**src/rtl/mips_pkg.sv**
```systemverilog
// Shared constants and types for the 16-bit MIPS pipeline: opcodes, funct codes,
// register-file geometry and the ID/EX bundle layout.
package mips_pkg;

    localparam int REG_W    = 16;
    localparam int REG_AW   = 3;
    localparam int NUM_REGS = 8;
    localparam int ALU_OP_W = 3;

    localparam logic [REG_W-1:0] NOP = 16'h0000;

    localparam logic [3:0] OP_RTYPE = 4'b0000;
    localparam logic [3:0] OP_ADDI  = 4'b0001;
    localparam logic [3:0] OP_LW    = 4'b0010;
    localparam logic [3:0] OP_SW    = 4'b0011;
    localparam logic [3:0] OP_BEQ   = 4'b0100;
    localparam logic [3:0] OP_BNE   = 4'b0101;
    localparam logic [3:0] OP_J     = 4'b1111;

    localparam logic [ALU_OP_W-1:0] FN_ADD = 3'b000;
    localparam logic [ALU_OP_W-1:0] FN_SUB = 3'b001;
    localparam logic [ALU_OP_W-1:0] FN_AND = 3'b010;
    localparam logic [ALU_OP_W-1:0] FN_OR  = 3'b011;
    localparam logic [ALU_OP_W-1:0] FN_SLT = 3'b100;

    typedef struct packed {
        logic             valid;
        logic [REG_W-1:0] npc;
        logic [REG_W-1:0] ins;
    } if_id_t;

    typedef struct packed {
        logic                valid;
        logic [REG_W-1:0]    npc;
        logic [REG_W-1:0]    rs_val;
        logic [REG_W-1:0]    rt_val;
        logic [REG_W-1:0]    imm;
        logic [REG_AW-1:0]   dst;
        logic [ALU_OP_W-1:0] alu_op;
        logic                alu_src;
        logic                mem_rd;
        logic                mem_wr;
        logic                reg_wr;
    } id_ex_t;

    function automatic logic [REG_W-1:0] sext6(input logic [5:0] imm);
        return {{(REG_W-6){imm[5]}}, imm};
    endfunction

endpackage

```
**src/rtl/reg_file.sv**
```systemverilog
// 8x16 register file: two combinational read ports with write-first bypass,
// one synchronous write port; r0 is hard-wired to zero.
module reg_file
    import mips_pkg::*;
(
    input  logic              clk,
    input  logic [REG_AW-1:0] rd_addr_a,
    input  logic [REG_AW-1:0] rd_addr_b,
    output logic [REG_W-1:0]  rd_data_a,
    output logic [REG_W-1:0]  rd_data_b,
    input  logic              wr_en,
    input  logic [REG_AW-1:0] wr_addr,
    input  logic [REG_W-1:0]  wr_data
);

    logic [REG_W-1:0] mem_q [NUM_REGS];

    always_ff @(posedge clk) begin
        if (wr_en && (wr_addr != '0)) begin
            mem_q[wr_addr] <= wr_data;
        end
    end

    // A write landing this cycle is forwarded so ID sees the newest value.
    function automatic logic [REG_W-1:0] read_port(input logic [REG_AW-1:0] addr,
                                                   input logic [REG_W-1:0]  stored);
        if (addr == '0) begin
            return '0;
        end else if (wr_en && (wr_addr == addr)) begin
            return wr_data;
        end else begin
            return stored;
        end
    endfunction

    always_comb begin
        rd_data_a = read_port(rd_addr_a, mem_q[rd_addr_a]);
        rd_data_b = read_port(rd_addr_b, mem_q[rd_addr_b]);
    end

endmodule

```
**src/rtl/id_stage.sv**
```systemverilog
// Instruction-decode stage: IF/ID register, register-file read, control decode,
// BEQ/BNE resolution with fetch redirect, and the registered ID/EX bundle.
module id_stage
    import mips_pkg::*;
(
    input  logic                clk,
    input  logic                rst,
    input  logic [REG_W-1:0]    NPC_IF,
    input  logic [REG_W-1:0]    INS_IF,
    input  logic                wb_en,
    input  logic [REG_AW-1:0]   wb_addr,
    input  logic [REG_W-1:0]    wb_data,
    output logic                do_branch,
    output logic [REG_W-1:0]    branch_addr,
    output logic                ex_valid,
    output logic [REG_W-1:0]    ex_npc,
    output logic [REG_W-1:0]    ex_rs_val,
    output logic [REG_W-1:0]    ex_rt_val,
    output logic [REG_W-1:0]    ex_imm,
    output logic [REG_AW-1:0]   ex_dst,
    output logic [ALU_OP_W-1:0] ex_alu_op,
    output logic                ex_alu_src,
    output logic                ex_mem_rd,
    output logic                ex_mem_wr,
    output logic                ex_reg_wr
);

    if_id_t if_id_q, if_id_d;
    id_ex_t id_ex_q, id_ex_d;

    logic [3:0]          opcode;
    logic [REG_AW-1:0]   rs, rt, rd;
    logic [ALU_OP_W-1:0] funct;
    logic [REG_W-1:0]    imm_sext;
    logic [REG_W-1:0]    rs_val, rt_val;

    assign opcode   = if_id_q.ins[15:12];
    assign rs       = if_id_q.ins[11:9];
    assign rt       = if_id_q.ins[8:6];
    assign rd       = if_id_q.ins[5:3];
    assign funct    = if_id_q.ins[2:0];
    assign imm_sext = sext6(if_id_q.ins[5:0]);

    reg_file u_reg_file (
        .clk       (clk),
        .rd_addr_a (rs),
        .rd_addr_b (rt),
        .rd_data_a (rs_val),
        .rd_data_b (rt_val),
        .wr_en     (wb_en),
        .wr_addr   (wb_addr),
        .wr_data   (wb_data)
    );

    // Branch resolves in ID using the bypassed operands, one-slot penalty.
    always_comb begin
        do_branch   = if_id_q.valid &&
                      (((opcode == OP_BEQ) && (rs_val == rt_val)) ||
                       ((opcode == OP_BNE) && (rs_val != rt_val)));
        branch_addr = if_id_q.npc + {imm_sext[REG_W-2:0], 1'b0};
    end

    always_comb begin
        if_id_d = '{valid: 1'b1, npc: NPC_IF, ins: INS_IF};
        if (do_branch) begin
            if_id_d = '{valid: 1'b0, npc: '0, ins: NOP};
        end
    end

    always_comb begin
        id_ex_d        = '0;
        id_ex_d.valid  = if_id_q.valid;
        id_ex_d.npc    = if_id_q.npc;
        id_ex_d.rs_val = rs_val;
        id_ex_d.rt_val = rt_val;
        id_ex_d.imm    = imm_sext;
        unique case (opcode)
            OP_RTYPE: begin
                id_ex_d.alu_op = funct;
                id_ex_d.dst    = rd;
                id_ex_d.reg_wr = (funct <= FN_SLT);
            end
            OP_ADDI, OP_LW: begin
                id_ex_d.alu_op  = FN_ADD;
                id_ex_d.alu_src = 1'b1;
                id_ex_d.dst     = rt;
                id_ex_d.reg_wr  = 1'b1;
                id_ex_d.mem_rd  = (opcode == OP_LW);
            end
            OP_SW: begin
                id_ex_d.alu_op  = FN_ADD;
                id_ex_d.alu_src = 1'b1;
                id_ex_d.mem_wr  = 1'b1;
            end
            OP_BEQ, OP_BNE: begin
                id_ex_d.alu_op = FN_SUB;
            end
            default: ;
        endcase
        // A flushed or empty slot becomes a clean bubble.
        if (!if_id_q.valid) begin
            id_ex_d = '0;
        end
    end

    always_ff @(posedge clk) begin
        if (rst) begin
            if_id_q <= '0;
            id_ex_q <= '0;
        end else begin
            if_id_q <= if_id_d;
            id_ex_q <= id_ex_d;
        end
    end

    assign ex_valid   = id_ex_q.valid;
    assign ex_npc     = id_ex_q.npc;
    assign ex_rs_val  = id_ex_q.rs_val;
    assign ex_rt_val  = id_ex_q.rt_val;
    assign ex_imm     = id_ex_q.imm;
    assign ex_dst     = id_ex_q.dst;
    assign ex_alu_op  = id_ex_q.alu_op;
    assign ex_alu_src = id_ex_q.alu_src;
    assign ex_mem_rd  = id_ex_q.mem_rd;
    assign ex_mem_wr  = id_ex_q.mem_wr;
    assign ex_reg_wr  = id_ex_q.reg_wr;

endmodule
```
**config.mk**
```make
export PLATFORM = sky130hd
export DESIGN_NAME = id_stage
export DESIGN_NICKNAME = d
export VERILOG_FILES = /design/src/rtl/mips_pkg.sv /design/src/rtl/reg_file.sv /design/src/rtl/id_stage.sv
export SDC_FILE = /design/constraint.sdc
export NUM_CORES = 1
export LEC_CHECK = 0
export BUFFER_PORTS_ARGS = -buffer_cell sky130_fd_sc_hd__buf_4
export CORE_ASPECT_RATIO = 0.75
export CORE_MARGIN = 4
export CORE_UTILIZATION = 41
export DETAILED_ROUTE_END_ITERATION = 6
export PLACE_DENSITY = 0.66
export SLEW_MARGIN = 20
export SYNTH_ARGS = -nofsm -noshare
export SYNTH_HDL_FRONTEND = slang
export SYNTH_SLANG_ARGS = --single-unit
```
**constraint.sdc**
```tcl
create_clock -name clk -period 5.14 [get_ports clk]
set_input_delay 1.028 -clock clk [delete_from_list [all_inputs] [get_ports clk]]
set_output_delay 1.028 -clock clk [all_outputs]
set_load 0.1 [all_outputs]
```
### Word level (Yosys, flattened, before mapping)

Memories as Yosys holds them, arrays and structs flattened. A register that Yosys moved wholly into a read port is not among the register bits.
Cells that the tools add are included.

* output and inout bits: 92
* flip-flop bits (word level): 98
* bits in writable memories: 128
* latch bits: 0
* input bits: 54
* bits in read-only memories: 0
* logic and storage cells: 61
* memories: 1

* multiplexer cells: 16
* bitwise operators: 2
* shift-type cells: 0
* multiply operators: 0
* divide/modulo/power cells: 0
* add/sub/neg operators: 1
* reductions and logical operators: 17
* order comparisons: 1
* eq/ne operators: 9

Memories
* u_reg_file.mem_q: depth 8, width 16, rd ports 2, clocked after Yosys merged registers in 2, wr ports 1, RTL line reg_file.sv:16 `logic [REG_W-1:0] mem_q [NUM_REGS];`

Operator list (count)
* 2-to-1 mux 75 bit: 1
* 2-to-1 mux 16 bit: 4
* 2-to-1 mux 33 bit: 1
* adder 16 bit: 1
* equality test 16 bit: 1
* != test 16 bit: 1
* one-hot mux 3 bit (2 select lines): 2
* equality test 4 x 2 -> 1 bit (second input constant): 2
* equality test 4 x 3 -> 1 bit (second input constant): 2
* OR reduction 2 bit: 4
* equality test 3 bit: 2
* logical AND 1 bit: 6
* zero test 3 bit: 2
* 2-to-1 mux 3 bit: 2
* OR reduction 3 bit: 2
* 2-to-1 mux 1 bit: 5
* equality test 4 x 1 -> 1 bit (second input constant): 1
* zero test 4 bit: 1
* less-or-equal comparator 3 bit (second input constant): 1
* nonzero test 3 bit: 1
* NOT 1 bit: 2
* one-hot mux 1 bit (2 select lines): 1
* logical OR 1 bit: 1

### Longest topological paths before layout

* word-level depth: 10
* gate-level depth with buffers: 13
* depth with buffers taken out: 12

### Hierarchy

From an unflattened synthesis, not the netlist that was laid out.

* cell total of the unflattened synthesis: 763
* area total of the unflattened synthesis: 10082.2 um^2

Modules (own cells, without submodules)
* reg_file: area each 6329.8 um^2, sequential area each 3843.7 um^2, instances 1, cells each 411
* id_stage: area each 3752.3 um^2, sequential area each 1961.9 um^2, instances 1, cells each 352

### Worst setup path after synthesis

Ideal clock, no wire load.

* path kind: register to output
* from: register if_id_q (netlist bit funct[1])
* to: output branch_addr[14]
* required time: 4.112 ns
* data arrival time: 5.110 ns
* path buffers: 0
* cell stages (with the launch flop): 11
* path slack: -0.998 ns
* path through: dfxtp_1 > ha_1 > a21o_1 > a21oi_1 > o21ai_0 > a21oi_1 > o21ai_0 > a211o_1 > and2_1 > o21ai_0 > o311ai_0

* longest elaborated chain between the ends: 1

RTL lines
* start, declared: RTL line id_stage.sv:28 `if_id_t if_id_q, if_id_d;`
* start signal, assigned: RTL line id_stage.sv:111 `if_id_q <= if_id_d;`
* adder 16 bit: RTL line id_stage.sv:60 `branch_addr = if_id_q.npc + {imm_sext[REG_W-2:0], 1'b0};`
* end, declared: RTL line id_stage.sv:14 `output logic [REG_W-1:0] branch_addr,`

Every way passes these cells.

### Worst setup path in the final report

* from: register if_id_q[11] in the netlist's numbering
* to: output do_branch

* longest elaborated chain between the ends: 8
* elaborated cells on any way between the ends: 11
* those cells by class: eq/ne: 3; mux: 2; reduce/logical: 6

RTL lines
* equality test 3 bit: RTL line reg_file.sv:29 `end else if (wr_en && (wr_addr == addr)) begin`
* logical AND 1 bit: RTL line reg_file.sv:29
* 2-to-1 mux 16 bit: RTL line reg_file.sv:29
* 2-to-1 mux 16 bit (*): RTL line reg_file.sv:27 `if (addr == '0) begin`
* equality test 16 bit / != test 16 bit (equally long branches): RTL line id_stage.sv:58, id_stage.sv:59
* logical AND 1 bit, on equally long branches: RTL line id_stage.sv:58, id_stage.sv:59
* logical OR 1 bit (*): RTL line id_stage.sv:58 `(((opcode == OP_BEQ) && (rs_val == rt_val)) ||`
* logical AND 1 bit (*): RTL line id_stage.sv:57 `do_branch = if_id_q.valid &&`
* end, declared: RTL line id_stage.sv:13 `output logic do_branch,`

Every way passes the cells marked *; elsewhere a longest branch is shown, timed or not.

==> qor.txt <==
Fin. Hold Viols -> 0
worst r2r src -> if_id_q[11]$_SDFF_PP0_
yosys warns -> 0
FF-to-FF End -> if_id_q[16]$_SDFF_PP0_
end of the worst hold path -> ex_npc[12]$_SDFF_PP0_
DRT Pass-1 Iters -> 5
Total Wirelength -> 25.7 mm
number of diodes -> 0
Post-Route Setup TNS -> 0 ns
max-cap check violation count -> 0
Slew Viols, Final -> 0
top_reg_cell synth -> edfxtp_1
CTS root buf -> clkbuf_16
period utilization -> 96.0%
Core Area -> 24,300 sq um
Peak Freq -> 0.203 GHz
clk sinks -> 226
Die Area -> 27,700 sq um
sequential area share after synthesis -> 56.4%
relative slew slack -> 46.2%
final worst slack -> 0.207 ns
Synth Area per Inst -> 14.8 sq um
Synth area leader -> edfxtp_1
critical-path maximum fanout -> 16
hpwl dp -> 17.6 mm
synth-to-layout area growth -> 22.0%
Async S/R FF share, synth -> 0%
Hold Crit Class -> register to register
final core utilization -> 51.6%
first-pass GRT wire length -> 38.8 mm
CP required -> 4.11 ns
synth top area cells -> edfxtp_1 37%, dfxtp_1 19%, mux4_2 14%
# IOs -> 146
largest net degree at the start of global routing -> 36
share of post-route cells with drive strength above 1 -> 40.5%
initial antenna violation count -> 0
Vias/cell -> 5.33
status -> finished, final reports clean
Crit Path Class -> register to output port
clk_lat worst skew -> 0.51 ns
total global routing overflow -> 0
Cells after DPL -> 1,158
Port Buffers -> 145
worst-margin pin slew -> 0.806 ns
area share of the largest cell type after synthesis -> 37.3%
Leakage -> 4.91 nW
Hold Slack -> 0.462 ns
Post-CTS Hold Buffers -> 0
clock-pin slew on the worst setup and hold paths -> 0.06 ns
Tmin final -> 4.93 ns
H-tree depth -> 1
number of core rows -> 49
pre-CTS setup slack -> 0.240 ns
Worst VDD drop -> 0.284 mV
Power Density -> 362 nW/um^2
Hold Path Stages -> 1
CTS tree -> done
vias in the first global route -> 6,508
final setup fails -> 0
count of cell types in the netlist -> 47
Die X -> 191 um
Die Ht -> 145 um
EDFF count, synth -> 128
placed inst area -> 11,800 sq um
Synth Cell Area -> 10,300 sq um
R2R setup slack -> 1.24 ns
GRT Total Usage -> 17.9%
WP data arrival -> 3.91 ns
Post-DRT Antenna Nets -> 0
CTS Buf Count -> 23
Mapped Cells -> 695
drt wl/cell -> 21.4 um
Final Power -> 4.55 mW
beginning of the worst hold path -> if_id_q[28]$_SDFF_PP0_
Worst R2R Path Depth -> 11
Nets -> 922
initial DRC count -> 528
Worst setup EP type -> output port
Starting Density -> 42.3%
Vias -> 6,400
Max Root-Sink Buffers -> 3
GP Congestion -> 0.818
Residual DRC -> 0
nature of the critical path startpoint -> register
Setup Skew -> 0.0168 ns
Final Non-Filler Cells -> 1,201
RSZ-0062 raised after global routing -> false
Yosys reg bits -> 226
Final Cell Area -> 12,600 sq um
-- registers in the layout, indices dropped and copies added (netlist names), 3 cells and up --
signal / count
ex_alu_op: 3
ex_dst: 3
ex_imm: 6
ex_npc: 16
ex_rs_val: 16
ex_rt_val: 16
funct: 3
if_id_q: 30
u_reg_file.mem_q: 128
-- worst max-delay path: stages (launching register included) --
cell	delay [ns]
dfxtp_1	0.76
xnor2_1	0.18
nand4_2	0.12
buf_4	0.32
mux2i_1	0.47
xor2_1	0.12
nor4_1	0.25
o32ai_2	0.15
nor4_4	0.39
mux2i_4	0.36
buf_6	0.26
-- cells in the mapped netlist, types with 14 or more instances --
master,number
edfxtp_1,128
mux2_2,33
a21oi_1,22
nor2_1,65
ha_1,14
xnor2_1,19
nor3b_2,28
mux2i_1,30
dfxtp_1,98
and2_1,22
clkbuf_1,18
mux4_2,64
-- cell type report --
type,count,area (sq um)
Sequential cell,226,5820
Timing Repair Buffer,168,1320
Tap cell,331,414
Multi-Input combinational cell,421,4200
Clock buffer,33,704
Clock inverter,9,58.8
Inverter,13,48.8
Fill cell,2059,11800
-- kinds of logic (layout without fill, tap and decap cells) --
group,count (synthesis),after routing,share of synthesized area (%)
buffers and inverters,63,223,3.66
muxes,130,130,20.9
DFF,226,226,56.4
adders and majority gates,15,15,1.90
xor gates and xnor gates,25,25,2.13
AOI/OAI and AO/OA,56,56,3.75
and+or+nand+nor,179,179,11.2
other,1,16,0.0364
-- cells in the final DEF, fill, tap and decap left out, types with 7 or more instances in the layout --
master     instances
a21oi_1           22
and2_1            22
and3_1             7
buf_4            163
clkbuf_16         25
clkbuf_8           7
conb_1            16
dfxtp_1           94
edfxtp_1         128
ha_1              14
inv_1             13
mux2_2            33
mux2i_1           29
mux4_2            64
nand2_1            9
nor2_1            64
nor3_1            11
nor3b_1            8
nor3b_2           28
o21ai_0           10
xnor2_1           19
-- report_power, final --
part	switching, mW	internal, mW	total [mW]
Clock	0.700	0.958	1.66
Sequential	0.0453	1.99	2.03
Combinational	0.566	0.295	0.861
-- layer usage --
metal	wire (um)	vias up	track usage (%)
met5	0	-	0
met4	381	0	2.87
met3	1630	28	3.03
met2	11800	191	27.8
met1	11900	3243	27.2
li1	-	2938	-
-- worst max path at each step --
stage                                 startpoint              end  cells past startpoint  slack [ns]
after floorplan              funct[1]$_SDFF_PP0_  branch_addr[14]                     10        0.18
after global placement                wb_addr[1]        do_branch                     11        0.40
after detailed placement              wb_addr[1]        do_branch                     11        0.24
after CTS                  if_id_q[9]$_SDFF_PP0_        do_branch                     10        0.01
after global routing       if_id_q[7]$_SDFF_PP0_        do_branch                     10        0.02
final                     if_id_q[11]$_SDFF_PP0_        do_branch                     10        0.21
-- what timing repair did --
item,4_1_cts,5_1_grt
gates resized for setup,1,3
gates cloned,0,1
endpoints found under the setup margin,1,1
setup buffers,0,0
No activity file was read; power rests on OpenSTA's default activity.
